$ cat config.mk
export PLATFORM = sky130hd
export DESIGN_NAME = daq_acq_ctrl
export DESIGN_NICKNAME = d
export VERILOG_FILES = /design/src/rtl/daq_acq_ctrl.sv
export SDC_FILE = /design/constraint.sdc
export NUM_CORES = 1
export LEC_CHECK = 0
export ABC_CLOCK_PERIOD_IN_PS = 5670
export CAP_MARGIN = 20
export CORE_UTILIZATION = 45
export DETAILED_ROUTE_END_ITERATION = 8
export DONT_BUFFER_PORTS = 1
export SLEW_MARGIN = 20
export SYNTH_ARGS = -nofsm -noshare
export SYNTH_HDL_FRONTEND = slang
export SYNTH_SLANG_ARGS = --single-unit
$ cat constraint.sdc
create_clock -name clk_i -period 5.67 [get_ports clk_i]
set_input_delay 1.701 -clock clk_i [delete_from_list [all_inputs] [get_ports clk_i]]
set_output_delay 1.701 -clock clk_i [all_outputs]
set_load 0.02 [all_outputs]
$ cat src/rtl/daq_acq_ctrl.sv
// daq_acq_ctrl: acquisition sequencer between the ADC capture stage and the USB slave-FIFO writer.
// Arms on start, waits for an immediate or rising-level trigger, decimates the
// sample stream and counts out a burst onto a single-entry valid/ready register.
// Optional build macro DAQ_ACQ_HDR_EN: prepends a header word to each burst and
// routes kept samples through a one-entry skid register.
module daq_acq_ctrl #(
    parameter int SAMPLE_W = 12,
    parameter int CNT_W    = 16,
    parameter int DECIM_W  = 8
) (
    input  logic                clk_i,
    input  logic                rst_n_i,
    input  logic [SAMPLE_W-1:0] ad_data_i,
    input  logic                start_i,
    input  logic                abort_i,
    input  logic [CNT_W-1:0]    sample_num_i,
    input  logic [DECIM_W-1:0]  decim_i,
    input  logic                trig_src_i,
    input  logic [SAMPLE_W-1:0] trig_level_i,
    output logic [15:0]         data_o,
    output logic                valid_o,
    input  logic                ready_i,
    output logic                busy_o,
    output logic                done_o,
    output logic                ovf_o
);
    typedef enum logic [1:0] {IDLE, ARM, CAPT, FLUSH} state_e;

    state_e                state_q, state_d;
    logic [CNT_W-1:0]      num_q, num_d;
    logic [DECIM_W-1:0]    decim_q, decim_d;
    logic                  src_q, src_d;
    logic [SAMPLE_W-1:0]   level_q, level_d;
    logic [SAMPLE_W-1:0]   prev_q, prev_d;
    logic                  prev_vld_q, prev_vld_d;
    logic [DECIM_W-1:0]    dcnt_q, dcnt_d;
    logic [CNT_W-1:0]      cnt_q, cnt_d;
    logic [15:0]           data_q, data_d;
    logic                  valid_q, valid_d;
    logic                  done_q, done_d;
    logic                  ovf_q, ovf_d;

    logic                  start_ok, abort_ok, trig, keep, last, flush_ok, wr;
    logic [DECIM_W-1:0]    dm1;
    logic [CNT_W-1:0]      cnt_inc;
    logic [SAMPLE_W-1:0]   wdata;

    assign start_ok = state_q == IDLE && start_i && !abort_i;
    assign abort_ok = state_q != IDLE && abort_i;
    // The first ARM cycle has no valid previous sample, so a level trigger cannot fire there.
    assign trig     = state_q == ARM &&
                      (!src_q || (prev_vld_q && prev_q < level_q && ad_data_i >= level_q));
    // The triggering sample is always kept; afterwards the decimation counter decides.
    assign keep     = trig || (state_q == CAPT && dcnt_q == '0);
    assign dm1      = decim_q == '0 ? '0 : decim_q - 1'b1;
    assign cnt_inc  = cnt_q + 1'b1;
    assign last     = keep && num_q != '0 && cnt_inc == num_q;

`ifdef DAQ_ACQ_HDR_EN
    logic [SAMPLE_W-1:0]   skid_q, skid_d;
    logic                  skid_vld_q, skid_vld_d;
    logic [15:0]           hdr;

    assign hdr      = 16'hA500 | {8'h00, num_q[7:0]};
    assign wr       = skid_vld_q;
    assign wdata    = skid_q;
    assign flush_ok = !skid_vld_q && (!valid_q || ready_i);
`else
    assign wr       = keep;
    assign wdata    = ad_data_i;
    assign flush_ok = !valid_q || ready_i;
`endif

    // State register
    always_ff @(posedge clk_i or negedge rst_n_i) begin
        if (!rst_n_i) state_q <= IDLE;
        else          state_q <= state_d;
    end

    // Next-state logic; abort from any busy state returns to IDLE
    always_comb begin
        state_d = state_q;
        case (state_q)
            IDLE:    state_d = start_ok ? ARM : IDLE;
            ARM:     state_d = trig ? (last ? FLUSH : CAPT) : ARM;
            CAPT:    state_d = last ? FLUSH : CAPT;
            default: state_d = flush_ok ? IDLE : FLUSH;
        endcase
        if (abort_ok) state_d = IDLE;
    end

    // State-decoded outputs
    always_comb begin
        busy_o = state_q != IDLE;
    end

    assign data_o  = data_q;
    assign valid_o = valid_q;
    assign done_o  = done_q;
    assign ovf_o   = ovf_q;

    // Datapath next values: config latch, trigger history, counters and output register
    always_comb begin
        num_d      = num_q;
        decim_d    = decim_q;
        src_d      = src_q;
        level_d    = level_q;
        prev_d     = prev_q;
        prev_vld_d = prev_vld_q;
        dcnt_d     = dcnt_q;
        cnt_d      = cnt_q;
        data_d     = data_q;
        valid_d    = valid_q;
        ovf_d      = ovf_q;
        done_d     = state_q == FLUSH && flush_ok && !abort_i;
`ifdef DAQ_ACQ_HDR_EN
        skid_d     = keep ? ad_data_i : skid_q;
        skid_vld_d = keep;
`endif
        if (start_ok) begin
            num_d      = sample_num_i;
            decim_d    = decim_i;
            src_d      = trig_src_i;
            level_d    = trig_level_i;
            ovf_d      = 1'b0;
            prev_vld_d = 1'b0;
            cnt_d      = '0;
            dcnt_d     = '0;
        end
        if (state_q == ARM) begin
            prev_d     = ad_data_i;
            prev_vld_d = 1'b1;
        end
        if (keep) begin
            cnt_d  = cnt_inc;
            dcnt_d = dm1;
        end else if (state_q == CAPT) begin
            dcnt_d = dcnt_q - 1'b1;
        end
        if (valid_q && ready_i) valid_d = 1'b0;
        // A write into a full, stalled register is lost; one coinciding with the handshake replaces it
        if (wr) begin
            if (valid_q && !ready_i) begin
                ovf_d = 1'b1;
            end else begin
                data_d  = {{(16-SAMPLE_W){1'b0}}, wdata};
                valid_d = 1'b1;
            end
        end
`ifdef DAQ_ACQ_HDR_EN
        if (trig) begin
            data_d  = hdr;
            valid_d = 1'b1;
        end
`endif
        if (abort_ok) begin
            valid_d    = 1'b0;
            cnt_d      = '0;
            dcnt_d     = '0;
            prev_vld_d = 1'b0;
            ovf_d      = ovf_q;
`ifdef DAQ_ACQ_HDR_EN
            skid_vld_d = 1'b0;
`endif
        end
    end

    // Datapath registers
    always_ff @(posedge clk_i or negedge rst_n_i) begin
        if (!rst_n_i) begin
            num_q      <= '0;
            decim_q    <= '0;
            src_q      <= 1'b0;
            level_q    <= '0;
            prev_q     <= '0;
            prev_vld_q <= 1'b0;
            dcnt_q     <= '0;
            cnt_q      <= '0;
            data_q     <= '0;
            valid_q    <= 1'b0;
            done_q     <= 1'b0;
            ovf_q      <= 1'b0;
        end else begin
            num_q      <= num_d;
            decim_q    <= decim_d;
            src_q      <= src_d;
            level_q    <= level_d;
            prev_q     <= prev_d;
            prev_vld_q <= prev_vld_d;
            dcnt_q     <= dcnt_d;
            cnt_q      <= cnt_d;
            data_q     <= data_d;
            valid_q    <= valid_d;
            done_q     <= done_d;
            ovf_q      <= ovf_d;
        end
    end

`ifdef DAQ_ACQ_HDR_EN
    // Skid register delaying kept samples by one cycle behind the header
    always_ff @(posedge clk_i or negedge rst_n_i) begin
        if (!rst_n_i) begin
            skid_q     <= '0;
            skid_vld_q <= 1'b0;
        end else begin
            skid_q     <= skid_d;
            skid_vld_q <= skid_vld_d;
        end
    end
`endif
endmodule

==> run_results.csv, run 1 <==
group,metric,value,unit
clock_network,clkSinkCount,91,
critical_path,crit_end,"cnt_q[11]",
synthesis,synth_compound_area_share,12.35,%
placement,io_buffers,0,
sta,setup_viol,0,
finish,nets,641,
finish,final_cells,708,
sta,rsz0062_at_grt,"false",
status,status,"finished, final reports clean",
global_routing,grt_pass1_wl,19.73,mm
floorplan,coreArea,11370,µm²
synthesis,yosys.area_share.simple,21.30,%
synthesis,yosysSeqAreaShare,43.47,%
clock_network,cts_tree,"yes",
sta,final_max_slew_viol_count,0,
sta,worstMarginPinSlew,0.8919,ns
floorplan,ioPinCount,74,
clock_network,cts_made_buffers,9,
critical_path,crit_path_start,"ad_data_i[9]",
critical_path,end_kind,"flip-flop",
routing,final_antenna_net_count,0,
critical_path,critPathLaunchType,"input pin",
clock_network,clk_path_buf_depth,2,
power,switching_share,40.94,%
placement,dp_hpwl,8.525,mm
synthesis,yosysUniqueCellTypes,55,
placement,gp_congestion,0.8378,
global_routing,grtUsageTotal,21.64,%
floorplan,num_rows,39,
synthesis,syn_avg_cell_area,9.159,µm²
floorplan,die_w,109.9,µm
flow_run,drv_cap,0,
routing,route.detailed.drc,0,
clock_network,clk_latency,0.35,ns
power,p_switching,1.269,mW
synthesis,synth_edf_count,0,
clock_network,clk_pin_slew,0.07,ns
synthesis,synth-main-ff-cell,"dfrtp_1",
synthesis,ys_ff_latch,91,
clock_network,cts_root_buf,"clkbuf_16",
routing,drt-initial-drc-count,194,
finish,insertedDiodeCount,0,
sta,hold_viol,0,
clock_network,post-cts-setup-buffers,0,
global_routing,antenna_found_initial,0,
routing,vias,4029,
critical_path,crit_required,5.93,ns
synthesis,synth_xor_area_share,4.514,%
synthesis,synthAdderAreaFrac,6.449,%
critical_path,r2r_end,"cnt_q[11]",
power,p_int,1.830,mW
sta,fin_crit_sh,72.87,%
finish,fillers,1087,
placement,dp_cells,692,
power,total_leakage_power,2.481,nW
sta,period_minus_slack,4.132,ns
power,power_density,552.6,nW/µm²
clock_network,holdBufCountCts,0,
sta,setup_tns,0,ns
sta,slew_headroom,40.54,%
finish,mostFrequentLayoutCells,"nand2_1 (113), dfrtp_1 (91), o21ai_0 (37)",
floorplan,die_h,109.9,µm
power,p_seq_share,38.9,%
routing,dr.pass1.iters,6,
floorplan,die_area,12080,µm²
critical_path,arrival,4.39,ns
critical_path,worstReg2RegStart,"level_q[9]",
critical_path,path_class,"input pin to flip-flop",
sta,fmax,242.0,MHz
critical_path,reg2reg_slack,2.47,ns
routing,avgViaCountPerCell,5.691,
synthesis,synth_top_family_by_area,"simple AND/OR/NAND/NOR gates",
finish,drive_gt1_share,8.673,%
critical_path,worstPathMaxFanout,18,
synthesis,syn_area,5239,µm²
synthesis,async_reset_ff_share,100.0,%
power,pwr-share-comb,41.3,%
floorplan,start_util,46.08,%
finish,layout_commonest_cell,"nand2_1",
clock_network,ctsResizeCount,0,
global_routing,grt_start_max_net_pins,92,
synthesis,yosys_warnings,0,
finish,area_growth,7.022,%
sta,skew,0.007752,ns
synthesis,post_synth_mux_area_share,6.640,%
power,power.share.clock,19.9,%
synthesis,synthCells,572,
clock_network,h-tree-depth,3,
hold_path,holdCritPathClass,"flip-flop to flip-flop",
global_routing,grt_pass1_vias,3942,
routing,wl_per_cell,16.85,µm
power,peakVddDrop,298.5,µV
global_routing,grt.overflow.total,0,
routing,routed_wl,11.93,mm
critical_path,rr_worst_depth,10,
-- worst max-delay path: stages --
cell and delay (ns):
ha_1 0.28, nand4_1 0.13, or3_1 0.39, o32a_1 0.37
a211oi_2 0.25, a21o_1 0.54, buf_4 0.34, nand2_2 0.16
o221ai_1 0.22
-- cell families (layout without fill, tap and decap cells) --
group,after synthesis,count (layout)
multiplexers,28,28
buffers and inverters,60,50
flip-flops,91,91
adder cells (fa/ha/maj),27,27
other,1,4
XOR/XNOR,27,27
AND/OR/NAND/NOR,239,239
AO/OA/AOI/OAI,99,99
-- state kept, by name, indices dropped and copies added, names as in the netlist --
| register | flops |
|---|---|
| prev_vld_q | 1 |
| prev_q | 12 |
| state_q | 2 |
| done_o | 1 |
| valid_o | 1 |
| num_q | 16 |
| dcnt_q | 8 |
| level_q | 12 |
| ovf_o | 1 |
| src_q | 1 |
| decim_q | 8 |
| cnt_q | 16 |
| data_o | 12 |
-- layer usage --
layer	up-vias	global-route usage [%]	share of wire, %
li1	1969	-	-
met1	1945	27.75	45
met2	98	35.45	49
met3	17	4.090	4.4
met4	0	9.524	1.9
met5	-	0	0
-- cell usage after synthesis (all sizes together) (3+ instances only) --
| library cell | number | area [µm²] |
|---|---|---|
| nand2b | 8 | 50.05 |
| a211o | 3 | 26.28 |
| nor2b | 7 | 43.79 |
| mux2 | 24 | 307.8 |
| o311ai | 3 | 26.28 |
| o211ai | 7 | 52.55 |
| and3 | 5 | 31.28 |
| xor2 | 11 | 96.34 |
| dfrtp | 91 | 2277 |
| xnor2 | 16 | 140.1 |
| o21a | 3 | 22.52 |
| nand4 | 15 | 93.84 |
| a21o | 3 | 22.52 |
| nand2 | 115 | 441.7 |
| o221ai | 5 | 43.79 |
| o21ai | 37 | 185.2 |
| a311oi | 4 | 35.03 |
| a21oi | 15 | 75.07 |
| nor3 | 15 | 75.07 |
| buf | 14 | 100.1 |
| ha | 27 | 337.8 |
| nor2 | 35 | 131.4 |
| mux2i | 4 | 40.04 |
| nor4 | 11 | 75.07 |
| clkbuf | 15 | 56.30 |
| inv | 31 | 116.4 |
| a31oi | 4 | 25.02 |
| or3 | 5 | 31.28 |
| nand3 | 14 | 70.07 |
-- how the worst min path moves through the flow --
stage / from / endpoint / slack (ns) / depth (start not counted)
2_1_floorplan: level_q[0] / level_q[0] / 0.46 / 2
3_3_place_gp: prev_q[1] / prev_q[1] / 0.49 / 1
3_5_place_dp: prev_q[0] / prev_q[0] / 0.50 / 1
4_1_cts: prev_q[0] / prev_q[0] / 0.52 / 1
5_1_grt: prev_q[3] / prev_q[3] / 0.53 / 1
6_report: level_q[0] / level_q[0] / 0.51 / 2
-- layout make-up --
cell class	count	area (µm²)	area share, %
Clock buffer	10	239.0	4.262
Clock inverter	6	65.06	1.160
Inverter	31	116.4	2.075
Multi-Input combinational cell	424	2708	48.29
Sequential cell	91	2277	40.62
Tap cell	143	178.9	3.191
Timing Repair Buffer	3	22.52	0.4017
-- power groups by stage --
| stage | logic [mW] | clock network, mW | registers, mW |
|---|---|---|---|
| after detailed placement | 1.29 | 0 | 1.22 |
| after global routing | 1.46 | 0.658 | 1.24 |
| after global placement | 1.26 | 0 | 1.21 |
| final | 1.28 | 0.615 | 1.20 |
| after floorplan | 1.08 | 0 | 1.13 |
| after CTS | 1.29 | 0.629 | 1.20 |
-- stage by stage --
step	power (mW)	area [µm²]	hold slack (ns)	setup WS, ns	utilization [%]
finish	3.098	5607	0.5095	1.538	49.31
global route	3.362	5607	0.5343	1.403	49.31
CTS	3.127	5607	0.5154	1.543	49.31
detailed placement	2.501	5303	0.5007	1.188	46.64
global placement	2.473	5303	0.4931	1.249	46.64
floorplan	2.214	5250	0.4637	1.765	-
Power figures use the tool's default switching activity.
==> run 2, diff against run 1 <==
- ABC_CLOCK_PERIOD_IN_PS: 5670 -> 4150
- clock period: 5.67 -> 4.15 ns (I/O delays scaled with it)
==> run_results.csv, run 2 (synthesis gave the netlist of run 1 again) <==
group,metric,value,unit
power,power_density,754.6,nW/µm²
clock_network,cts_root_buf,"clkbuf_16",
finish,nets,643,
global_routing,antenna_found_initial,0,
finish,area_growth,6.998,%
floorplan,ioPinCount,74,
critical_path,end_kind,"flip-flop",
global_routing,grtUsageTotal,22.07,%
critical_path,r2r_end,"dcnt_q[6]",
finish,design_area,5605,µm²
routing,drt-initial-drc-count,210,
finish,reg_top3,"cnt_q x16, num_q x16",
routing,routed_wl,12.17,mm
placement,dp_cells,694,
global_routing,grt_pass1_wl,20.18,mm
clock_network,post-cts-setup-buffers,0,
clock_network,holdBufCountCts,0,
finish,mostFrequentLayoutCells,"nand2_1 (113), dfrtp_1 (91), o21ai_0 (37)",
routing,wl_per_cell,17.14,µm
routing,avgViaCountPerCell,5.687,
critical_path,worstPathMaxFanout,5,
finish,drive_gt1_share,8.995,%
sta,setup_viol,0,
floorplan,die_w,109.9,µm
sta,rsz0062_at_grt,"false",
routing,route.detailed.drc,0,
sta,layout_setup_ws,0.7765,ns
floorplan,coreArea,11370,µm²
routing,final_antenna_net_count,0,
finish,final_cells,710,
clock_network,h-tree-depth,3,
sta,fmax,296.4,MHz
placement,placed_area,5318,µm²
sta,hold_viol,0,
critical_path,crit_end,"dcnt_q[6]",
sta,skew,0.006752,ns
sta,hold_slack,0.5115,ns
critical_path,arrival,3.61,ns
global_routing,grt_start_max_net_pins,92,
placement,pre_cts_ws,0.4135,ns
critical_path,path_class,"input pin to flip-flop",
power,power,4.230,mW
clock_network,clkSinkCount,91,
finish,insertedDiodeCount,0,
sta,final_max_slew_viol_count,0,
routing,vias,4038,
clock_network,cts_tree,"yes",
placement,io_buffers,0,
power,peakVddDrop,399.0,µV
clock_network,clk_path_buf_depth,2,
global_routing,grt_pass1_vias,4104,
floorplan,start_util,46.08,%
sta,slew_headroom,36.83,%
sta,setup_tns,0,ns
sta,period_minus_slack,3.374,ns
hold_path,holdCritPathClass,"flip-flop to flip-flop",
clock_network,cts_made_buffers,9,
floorplan,die_h,109.9,µm
critical_path,rr_worst_depth,9,
sta,worstMarginPinSlew,0.9476,ns
critical_path,critPathLaunchType,"input pin",
finish,final_util,49.30,%
critical_path,crit_path_start,"ad_data_i[9]",
critical_path,worstReg2RegStart,"level_q[9]",
floorplan,num_rows,39,
clock_network,ctsResizeCount,0,
clock_network,clk_pin_slew,0.07,ns
floorplan,die_area,12080,µm²
status,status,"finished, final reports clean",
clock_network,clk_latency,0.36,ns
critical_path,crit_required,4.38,ns
critical_path,reg2reg_slack,1.25,ns
global_routing,grt.overflow.total,0,
sta,fin_crit_sh,81.29,%
power,total_leakage_power,2.474,nW
flow_run,drv_cap,0,
finish,layout_commonest_cell,"nand2_1",
placement,gp_congestion,0.8904,
routing,dr.pass1.iters,4,
placement,dp_hpwl,8.677,mm
==> run 2: changes by cell type in the layout (fill, tap and decap cells not counted), sizes merged <==
cell,change
clkinvlp,+2
clkinv,-2
inv,+1
buf,+2
bufinv,-1
==> run 2: critical path: stages <==
cell and delay (ns):
ha_1 0.28, nand4_1 0.13, or3_1 0.39, o32a_1 0.39, a2111oi_0 0.44, o21ai_0 0.36
o21ai_0 0.25, o211ai_1 0.11
==> run 2: worst min-delay path by stage <==
stage,from,endpoint,slack (ns),cells after the start
5_1_grt,prev_q[4],prev_q[4],0.53,1
4_1_cts,level_q[0],level_q[0],0.52,2
3_3_place_gp,prev_q[1],prev_q[1],0.49,1
3_5_place_dp,level_q[0],level_q[0],0.50,2
2_1_floorplan,level_q[0],level_q[0],0.46,2
6_report,prev_q[5],prev_q[5],0.51,1
==> run 2: layout make-up <==
class	instances	area (µm²)
tap	143	178.9
sequential	91	2277
clock inverter	6	48.80
fill	1080	5764
multi-input combinational	424	2708
timing repair buffer	5	37.54
inverter	31	116.4
clock buffer	10	239.0
==> run 2: per-layer routing <==
| metal | wire length [µm] | vias up | global-route usage [%] |
|---|---|---|---|
| met4 | 487 | 0 | 13.52 |
| met1 | 5451 | 1928 | 27.81 |
| li1 | - | 1978 | - |
| met3 | 539 | 37 | 3.853 |
| met2 | 5691 | 95 | 35.18 |
| met5 | 0 | - | 0 |
==> run 2: power by group <==
group	switching, mW	internal (mW)	leakage [nW]
registers	0.401	1.25	1.15
logic	0.992	0.785	1.19
clock network	0.380	0.427	0.131
total	1.77	2.46	2.47
==> run 3, diff against run 2 <==
- ABC_CLOCK_PERIOD_IN_PS: 4150 -> 2800
- clock period: 4.15 -> 2.8 ns (I/O delays scaled with it)
==> run_results.csv, run 3 (synthesis gave the netlist of run 1 again) <==
group,metric,value,unit
status,status,"finished, final reports clean",
finish,area_growth,12.01,%
critical_path,critPathLaunchType,"input pin",
placement,placed_area,5588,µm²
critical_path,end_kind,"flip-flop",
critical_path,crit_required,3.06,ns
flow_run,drv_cap,0,
power,power,6.448,mW
global_routing,grt_start_max_net_pins,92,
sta,fmax,369.4,MHz
finish,mostFrequentLayoutCells,"nand2_1 (113), dfrtp_1 (91), o21ai_0 (36)",
sta,worstMarginPinSlew,0.5338,ns
routing,final_antenna_net_count,0,
routing,wl_per_cell,16.66,µm
global_routing,grt.overflow.total,0,
finish,design_area,5868,µm²
clock_network,h-tree-depth,3,
sta,slew_headroom,64.14,%
floorplan,coreArea,11370,µm²
clock_network,cts_tree,"yes",
finish,multi_input_area,2863,µm²
global_routing,grt_pass1_wl,19.61,mm
hold_path,holdCritPathClass,"input pin to async pin",
critical_path,reg2reg_slack,0.18,ns
placement,dp_hpwl,8.805,mm
routing,vias,4020,
sta,skew,0.006982,ns
sta,period_minus_slack,2.707,ns
routing,route.detailed.drc,0,
sta,setup_viol,0,
clock_network,cts_made_buffers,9,
finish,insertedDiodeCount,0,
critical_path,r2r_end,"dcnt_q[5]",
placement,io_buffers,0,
sta,final_max_slew_viol_count,0,
placement,gp_congestion,0.8345,
finish,fillers,1062,
finish,seq_area,2277,µm²
power,total_leakage_power,2.569,nW
finish,reg_top3,"cnt_q x16, num_q x16",
floorplan,die_w,109.9,µm
power,peakVddDrop,516.4,µV
floorplan,num_rows,39,
global_routing,antenna_found_initial,0,
routing,drt-initial-drc-count,273,
routing,routed_wl,12.11,mm
finish,final_util,51.61,%
power,power_density,1099,nW/µm²
floorplan,die_area,12080,µm²
floorplan,ioPinCount,74,
clock_network,clk_pin_slew,0.06,ns
critical_path,worstPathMaxFanout,13,
sta,fin_crit_sh,96.69,%
critical_path,crit_end,"cnt_q[11]",
clock_network,cts_root_buf,"clkbuf_16",
critical_path,worstReg2RegStart,"level_q[9]",
routing,avgViaCountPerCell,5.530,
critical_path,rr_worst_depth,11,
critical_path,crit_path_start,"ad_data_i[0]",
sta,hold_viol,0,
clock_network,clk_path_buf_depth,2,
critical_path,path_class,"input pin to flip-flop",
sta,rsz0062_at_grt,"true",
global_routing,grt_pass1_vias,3853,
critical_path,arrival,2.96,ns
floorplan,start_util,46.08,%
finish,layout_commonest_cell,"nand2_1",
global_routing,grtUsageTotal,21.51,%
finish,drive_gt1_share,13.36,%
clock_network,clkSinkCount,91,
floorplan,die_h,109.9,µm
clock_network,clk_latency,0.35,ns
finish,nets,660,
routing,dr.pass1.iters,5,
run 3: changes by cell type in the layout (fill, tap and decap cells not counted), moves of 2 or more:
cell        previous run  this run
clkinvlp_4             3         0
a2111oi_0              2         0
ha_1                  27        19
o221ai_1               5         3
o221ai_2               0         2
clkinv_2               0         3
buf_4                  5        21
clkinv_4               2         0
ha_4                   0         8
clkbuf_1               0         4
run 3: what timing repair did:
item / 4_1_cts / 5_1_grt
buffers inserted: 0 / 1
hold buffers: 0 / 0
setup endpoints to repair: 0 / 12
gates resized for setup: 0 / 5
run 3: final cells by class:
class,instances,share of cell area [%]
clock buffers,13,4.094
clock inverters,3,0.2559
inverters,31,1.983
multi-input cells,424,48.78
flip-flops and latches,91,38.81
well taps,143,3.049
repair buffers,22,3.028
run 3: per-stage QoR:
step / instances / TNS (ns) / worst slack (ns) / hold WS (ns)
after floorplan: 575 / -0.9404 / -0.09354 / 0.4637
after detailed placement: 710 / -8.329 / -0.2670 / 0.5035
after global placement: 710 / -6.967 / -0.2592 / 0.4948
final: 727 / 0 / 0.09266 / 0.1798
after global routing: 727 / -0.02647 / -0.01453 / 0.1658
after CTS: 726 / 0 / 0.09428 / 0.1734
run 3: where the power goes:
group / switching (mW) / internal [mW] / leakage, nW / total [mW]
Combinational: 1.57 / 1.35 / 1.29 / 2.92
Sequential: 0.584 / 1.85 / 1.15 / 2.43
Clock: 0.500 / 0.599 / 0.127 / 1.10
run 3: critical path: stages:
cell and delay [ns]:
inv_1 0.02, ha_1 0.27, nand2b_4 0.15, a2111oi_4 0.32
o32a_1 0.24, a211oi_2 0.08, a21o_1 0.24, buf_12 0.17
or3_4 0.42, o221ai_2 0.20
run 3: how the worst min path moves through the flow:
stage               cells past startpoint         end  slack, ns        from
CTS                                     0  level_q[8]       0.17     rst_n_i
global placement                        1   prev_q[7]       0.49   prev_q[7]
finish                                  0   data_o[8]       0.18     rst_n_i
floorplan                               2  level_q[0]       0.46  level_q[0]
detailed placement                      1   prev_q[3]       0.50   prev_q[3]
global route                            0  level_q[8]       0.17     rst_n_i
run 3: metal layers:
metal	vias to the layer above	part of all wire (%)	global-route usage, %
met5	-	0	0
met4	0	1.9	8.476
met3	17	3.0	3.853
met2	65	47	33.04
met1	1923	48	29.94
li1	2015	-	-
